File: src/rtl/mem_req_queue_if.sv
// CPU request/response and cache-top request bus of the memory request queue.
// slave = the queue itself, master = whatever drives it (CPU stage plus cache top).
interface mem_req_queue_if #(
  parameter int ADDR_W = 27,
  parameter int DATA_W = 32
);
  logic              req_valid;
  logic              req_ready;
  logic [ADDR_W-1:0] req_addr;
  logic [DATA_W-1:0] req_wdata;
  logic              req_rw;
  logic              resp_valid;
  logic [DATA_W-1:0] resp_rdata;
  logic [ADDR_W-1:0] addr_dram;
  logic [DATA_W-1:0] din_dram;
  logic              rw_dram;
  logic              valid_dram;
  logic [DATA_W-1:0] dout_dram;
  logic              ready_dram;
  logic              busy;

  modport slave (
    input  req_valid, req_addr, req_wdata, req_rw, dout_dram, ready_dram,
    output req_ready, resp_valid, resp_rdata, addr_dram, din_dram, rw_dram,
           valid_dram, busy
  );

  modport master (
    output req_valid, req_addr, req_wdata, req_rw, dout_dram, ready_dram,
    input  req_ready, resp_valid, resp_rdata, addr_dram, din_dram, rw_dram,
           valid_dram, busy
  );
endinterface

File: src/rtl/mem_req_queue.sv
// In-order CPU memory request queue that issues one request at a time to the cache top.
// Optional MEM_REQ_PERF_EN adds saturating perf_reqs / perf_stall / perf_wait counters.
module mem_req_queue #(
  parameter int DEPTH  = 4,
  parameter int ADDR_W = 27,
  parameter int DATA_W = 32
) (
  input  logic                  sys_clk,
  input  logic                  rst,
  mem_req_queue_if.slave        bus
`ifdef MEM_REQ_PERF_EN
  ,
  output logic [31:0]           perf_reqs,
  output logic [31:0]           perf_stall,
  output logic [31:0]           perf_wait
`endif
);

  localparam int CNT_W = $clog2(DEPTH + 1);
  localparam int PTR_W = $clog2(DEPTH);

  typedef enum logic [1:0] {
    IDLE,
    ISSUE,
    GAP
  } state_t;

  // Queue storage carries no reset; only pointers and count define its contents.
  logic [ADDR_W-1:0] q_addr [DEPTH];
  logic [DATA_W-1:0] q_data [DEPTH];
  logic [DEPTH-1:0]  q_rw;

  logic [PTR_W-1:0]  wr_ptr;
  logic [PTR_W-1:0]  rd_ptr;
  logic [CNT_W-1:0]  count;

  state_t            state;
  logic [ADDR_W-1:0] addr_dram_r;
  logic [DATA_W-1:0] din_dram_r;
  logic              rw_dram_r;
  logic              valid_dram_r;
  logic              resp_valid_r;
  logic [DATA_W-1:0] resp_rdata_r;

  logic full;
  logic push;
  logic pop;

  // Ready comes from the registered count alone, so a same-cycle pop never frees a slot.
  assign full = (count == CNT_W'(DEPTH));
  assign push = bus.req_valid && !full;
  assign pop  = (state == ISSUE) && bus.ready_dram;

  assign bus.req_ready  = !full;
  assign bus.busy       = (count != '0) || (state != IDLE);
  assign bus.addr_dram  = addr_dram_r;
  assign bus.din_dram   = din_dram_r;
  assign bus.rw_dram    = rw_dram_r;
  assign bus.valid_dram = valid_dram_r;
  assign bus.resp_valid = resp_valid_r;
  assign bus.resp_rdata = resp_rdata_r;

  always_ff @(posedge sys_clk) begin
    if (push) begin
      q_addr[wr_ptr] <= bus.req_addr;
      q_data[wr_ptr] <= bus.req_wdata;
      q_rw[wr_ptr]   <= bus.req_rw;
    end
  end

  always_ff @(posedge sys_clk) begin
    if (rst) begin
      wr_ptr <= '0;
      rd_ptr <= '0;
      count  <= '0;
    end else begin
      if (push) wr_ptr <= wr_ptr + 1'b1;
      if (pop)  rd_ptr <= rd_ptr + 1'b1;
      unique case ({push, pop})
        2'b10:   count <= count + 1'b1;
        2'b01:   count <= count - 1'b1;
        default: count <= count;
      endcase
    end
  end

  // The in-flight entry stays at the head until ready_dram, so rd_ptr always names it.
  always_ff @(posedge sys_clk) begin
    if (rst) begin
      state        <= IDLE;
      addr_dram_r  <= '0;
      din_dram_r   <= '0;
      rw_dram_r    <= 1'b0;
      valid_dram_r <= 1'b0;
      resp_valid_r <= 1'b0;
      resp_rdata_r <= '0;
    end else begin
      resp_valid_r <= 1'b0;
      unique case (state)
        IDLE: begin
          if (count != '0) begin
            addr_dram_r  <= q_addr[rd_ptr];
            din_dram_r   <= q_data[rd_ptr];
            rw_dram_r    <= q_rw[rd_ptr];
            valid_dram_r <= 1'b1;
            state        <= ISSUE;
          end
        end
        ISSUE: begin
          if (bus.ready_dram) begin
            valid_dram_r <= 1'b0;
            state        <= GAP;
            if (!rw_dram_r) begin
              resp_rdata_r <= bus.dout_dram;
              resp_valid_r <= 1'b1;
            end
          end
        end
        GAP: begin
          state <= IDLE;
        end
        default: begin
          state        <= IDLE;
          valid_dram_r <= 1'b0;
        end
      endcase
    end
  end

`ifdef MEM_REQ_PERF_EN
  function automatic logic [31:0] sat_inc(input logic [31:0] v);
    return (&v) ? v : v + 32'd1;
  endfunction

  always_ff @(posedge sys_clk) begin
    if (rst) begin
      perf_reqs  <= '0;
      perf_stall <= '0;
      perf_wait  <= '0;
    end else begin
      if (push)                  perf_reqs  <= sat_inc(perf_reqs);
      if (bus.req_valid && full) perf_stall <= sat_inc(perf_stall);
      if (state == ISSUE)        perf_wait  <= sat_inc(perf_wait);
    end
  end
`endif

endmodule

File: src/flat_wrapper.sv
// flat-port wrapper written by rule: the top's interface ports become plain ports
module mem_req_queue_flat 
#(
  parameter int DEPTH  = 4,
  parameter int ADDR_W = 27,
  parameter int DATA_W = 32
)
  (sys_clk, rst, bus_req_valid, bus_req_addr, bus_req_wdata, bus_req_rw, bus_dout_dram, bus_ready_dram, bus_req_ready, bus_resp_valid, bus_resp_rdata, bus_addr_dram, bus_din_dram, bus_rw_dram, bus_valid_dram, bus_busy);
  mem_req_queue_if #(.ADDR_W(ADDR_W), .DATA_W(DATA_W)) bus_i ();
  input  logic sys_clk;
  input  logic rst;
  input wire logic [$bits(bus_i.req_valid)-1:0] bus_req_valid;
  input wire logic [$bits(bus_i.req_addr)-1:0] bus_req_addr;
  input wire logic [$bits(bus_i.req_wdata)-1:0] bus_req_wdata;
  input wire logic [$bits(bus_i.req_rw)-1:0] bus_req_rw;
  input wire logic [$bits(bus_i.dout_dram)-1:0] bus_dout_dram;
  input wire logic [$bits(bus_i.ready_dram)-1:0] bus_ready_dram;
  output wire logic [$bits(bus_i.req_ready)-1:0] bus_req_ready;
  output wire logic [$bits(bus_i.resp_valid)-1:0] bus_resp_valid;
  output wire logic [$bits(bus_i.resp_rdata)-1:0] bus_resp_rdata;
  output wire logic [$bits(bus_i.addr_dram)-1:0] bus_addr_dram;
  output wire logic [$bits(bus_i.din_dram)-1:0] bus_din_dram;
  output wire logic [$bits(bus_i.rw_dram)-1:0] bus_rw_dram;
  output wire logic [$bits(bus_i.valid_dram)-1:0] bus_valid_dram;
  output wire logic [$bits(bus_i.busy)-1:0] bus_busy;
  assign bus_i.req_valid = bus_req_valid;
  assign bus_i.req_addr = bus_req_addr;
  assign bus_i.req_wdata = bus_req_wdata;
  assign bus_i.req_rw = bus_req_rw;
  assign bus_i.dout_dram = bus_dout_dram;
  assign bus_i.ready_dram = bus_ready_dram;
  assign bus_req_ready = bus_i.req_ready;
  assign bus_resp_valid = bus_i.resp_valid;
  assign bus_resp_rdata = bus_i.resp_rdata;
  assign bus_addr_dram = bus_i.addr_dram;
  assign bus_din_dram = bus_i.din_dram;
  assign bus_rw_dram = bus_i.rw_dram;
  assign bus_valid_dram = bus_i.valid_dram;
  assign bus_busy = bus_i.busy;
  mem_req_queue #(.DEPTH(DEPTH), .ADDR_W(ADDR_W), .DATA_W(DATA_W)) u_core (.sys_clk(sys_clk), .rst(rst), .bus(bus_i));
endmodule
File: config.mk
export PLATFORM = sky130hd
export DESIGN_NAME = mem_req_queue_flat
export DESIGN_NICKNAME = d
export VERILOG_FILES = /design/src/rtl/mem_req_queue_if.sv /design/src/rtl/mem_req_queue.sv /design/src/flat_wrapper.sv
export SDC_FILE = /design/constraint.sdc
export NUM_CORES = 1
export LEC_CHECK = 0
export CAP_MARGIN = 5
export CORE_MARGIN = 2
export CORE_UTILIZATION = 25
export CTS_CLUSTER_DIAMETER = 150
export DETAILED_ROUTE_END_ITERATION = 16
export PLACE_DENSITY = 0.4
export SLEW_MARGIN = 20
export SYNTH_ARGS = -nofsm -noshare
export SYNTH_HDL_FRONTEND = slang
export SYNTH_SLANG_ARGS = --single-unit
File: constraint.sdc
create_clock -name sys_clk -period 5.4 [get_ports sys_clk]
set_input_delay 1.35 -clock sys_clk [delete_from_list [all_inputs] [get_ports sys_clk]]
set_output_delay 1.35 -clock sys_clk [all_outputs]
set_load 0.01 [all_outputs]
==> flow_metrics.env <==
export IMPL_status="complete, no violations"
export IMPL_setup_tns_ns=0
export IMPL_syn_area_sq_um=12300
export IMPL_area_growth_syn_to_layout_pct=31.7
export IMPL_end_kind="output port"
export IMPL_htreeDepth=2
export IMPL_drc_errors=0
export IMPL_layout_commonest_cell="edfxtp_1"
export IMPL_cts_reportedPaths_clkPinSlew_ns=0.06
export IMPL_drt_total_wl_mm=29.3
export IMPL_synth_edf_count=240
export IMPL_leakage_nw=5.27
export IMPL_viasPerCell=4.30
export IMPL_clkLatencyLatePin_ns=0.55
export IMPL_synth_top_area_cell="edfxtp_1"
export IMPL_die_height_microns=225
export IMPL_cts_root_buf="clkbuf_16"
export IMPL_die_area_sq_um=50800
export IMPL_timing_slew_headroom_pct=29.7
export IMPL_avgSynthCellArea_sq_um=18.8
export IMPL_first_iter_violations=351
export IMPL_cts_sinks=343
export IMPL_syn_num_nets=753
export IMPL_dpl_hpwl_mm=17.3
export IMPL_cp_arrival_ns=1.98
export IMPL_final_cell_mix="edfxtp_1, clkdlybuf4s50_1, dfxtp_1"
export IMPL_grt_max_degree=62
export IMPL_dp_slack_ns=1.82
export IMPL_grt_pass1_vias=6899
export IMPL_final_hold_viol_count=0
export IMPL_grtUsageTotal_pct=11.6
export IMPL_antenna_found_initial=3
export IMPL_yosysUniqueCellTypes=35
export IMPL_num_rows=81
export IMPL_gr_total_overflow=0
export IMPL_synth_seq_cells=343
export IMPL_cts_tree="done"
export IMPL_finalCritPeriodShare_pct=61.7
export IMPL_p_total_mw=7.75
export IMPL_fmax_mhz=300
export IMPL_yosys_warnings=0
export IMPL_skew_ns=0.0175
export IMPL_final_antenna_net_count=0
export IMPL_dieWidth_microns=225
export IMPL_yosysSeqAreaShare_pct=75.6
export IMPL_utilization_pct=33.2
export IMPL_fin_crit_ns=3.33
export IMPL_max_cap_violations=0
export IMPL_timing_final_ws_setup_ns=2.07
export IMPL_ir_drop_mv=0.165
export IMPL_dr_pass1_iters=4
export IMPL_cts_path_max_buffers=3
export IMPL_cts_resized=0
export IMPL_wire_per_inst_microns=19.4
export IMPL_numCtsBuffers=40
export IMPL_globalplace_congestion=0.649
export IMPL_hp_class="flop to flop"
export IMPL_drive_gt1_share_pct=22.0
export IMPL_core_region_area_sq_um=48600
export IMPL_synth_main_ff_cell="edfxtp_1"
export IMPL_ys_top_cells_by_area="edfxtp_1, dfxtp_1, mux4_2"
export IMPL_path_class="flop to output port"
export IMPL_async_reset_ff_share_pct=0
export IMPL_ctsHoldBuffers=0
export IMPL_p_per_area_nw_per_um2=480
export IMPL_rsz0062_at_grt="false"
export IMPL_slew_violations=0
export IMPL_synth_top_area_share_pct=58.8
export IMPL_start_util_pct=25.2
export IMPL_nets=960
export IMPL_cp_max_fo=5
export IMPL_syn_inst=651
export IMPL_grt_pass1_wl_mm=43.9
export IMPL_cp_start_kind="flop"
export IMPL_io_pins=192
export IMPL_port_buffers=191
export IMPL_tightest_slew_ns=1.05
export IMPL_finalSetupViolCount=0
export IMPL_postCtsSetupRepairBufs=0
export IMPL_vias=6496
export IMPL_cp_required_ns=4.05
-- critical path, cell delays in order, from the launching register on --
cell and delay [ns]:
dfxtp_1 0.36, nor3_1 0.43, nand2_1 0.12, clkdlybuf4s50_1 0.53
-- layout make-up --
type,instances,area (sq um)
Clock buffer,53,1130
Antenna cell,1,2.50
Tap cell,622,778
Timing Repair Buffer,206,2050
Clock inverter,18,159
Sequential cell,343,9280
Multi-Input combinational cell,264,2740
Fill cell,4698,32500
Inverter,3,11.3
-- sequential cells by signal, indices dropped and copies added, names as in the netlist --
| signal | count |
|---|---|
| u_core.q_rw | 4 |
| u_core.count | 3 |
| u_core.bus.din_dram | 32 |
| u_core.bus.resp_rdata | 32 |
| u_core.q_data | 128 |
| u_core.rd_ptr | 2 |
| u_core.state | 2 |
| u_core.wr_ptr | 2 |
| u_core.bus.addr_dram | 27 |
| u_core.bus.resp_valid | 1 |
| u_core.bus.rw_dram | 1 |
| u_core.bus.valid_dram | 1 |
| u_core.q_addr | 108 |
-- cell usage after synthesis, drive strengths merged (3+ instances only) --
library cell,number
clkbuf,10
edfxtp,240
nand2,68
a21oi,38
inv,3
and3,4
buf,31
nor2,6
mux4,60
a22o,60
dfxtp,103
ha,5
xor2,3
-- through the flow --
stage                     cells  cell area, sq um  hold WS, ns
after global placement     1438             14900        0.442
after CTS                  1509             16100        0.455
after floorplan             651             12300        0.479
after detailed placement   1438             14900        0.448
final                      1510             16100        0.453
after global routing       1509             16100        0.474
-- cell families after synthesis --
group | share of synthesized area [%]
AND/OR/NAND/NOR | 3.36
XOR/XNOR | 0.286
AO/OA/AOI/OAI | 6.63
adder cells (fa/ha/maj) | 0.673
buffers and inverters | 2.33
flip-flops | 75.6
multiplexers | 11.1
-- power breakdown --
group	internal [mW]	total, mW	switching (mW)
Combinational	0.913	1.64	0.722
Clock	1.61	2.66	1.05
Sequential	3.19	3.46	0.266
Total	5.71	7.75	2.04
-- worst paths after layout --
path / start / endpoint / slack (ns) / depth (start not counted)
worst min register to register: u_core.bus.resp_rdata[3]$_SDFFE_PP0P_ / u_core.bus.resp_rdata[3]$_SDFFE_PP0P_ / 0.45 / 2
worst max-delay path: u_core.count[0]$_SDFFE_PP0P_ / bus_busy / 2.07 / 3
worst min-delay path: u_core.bus.resp_rdata[3]$_SDFFE_PP0P_ / u_core.bus.resp_rdata[3]$_SDFFE_PP0P_ / 0.45 / 2
worst max register to register: u_core.rd_ptr[0]$_SDFFE_PP0N_ / u_core.bus.din_dram[15]$_SDFFE_PP0P_ / 2.99 / 3
-- routing by layer --
layer / track usage (%) / up-vias / part of all wire [%]
li1: - / 2993 / -
met1: 15.0 / 3293 / 44
met2: 18.7 / 160 / 47
met3: 3.08 / 46 / 6.0
met4: 3.89 / 4 / 2.3
met5: 0 / - / 0.085
Note: power is estimated with default switching activity, not from simulation.
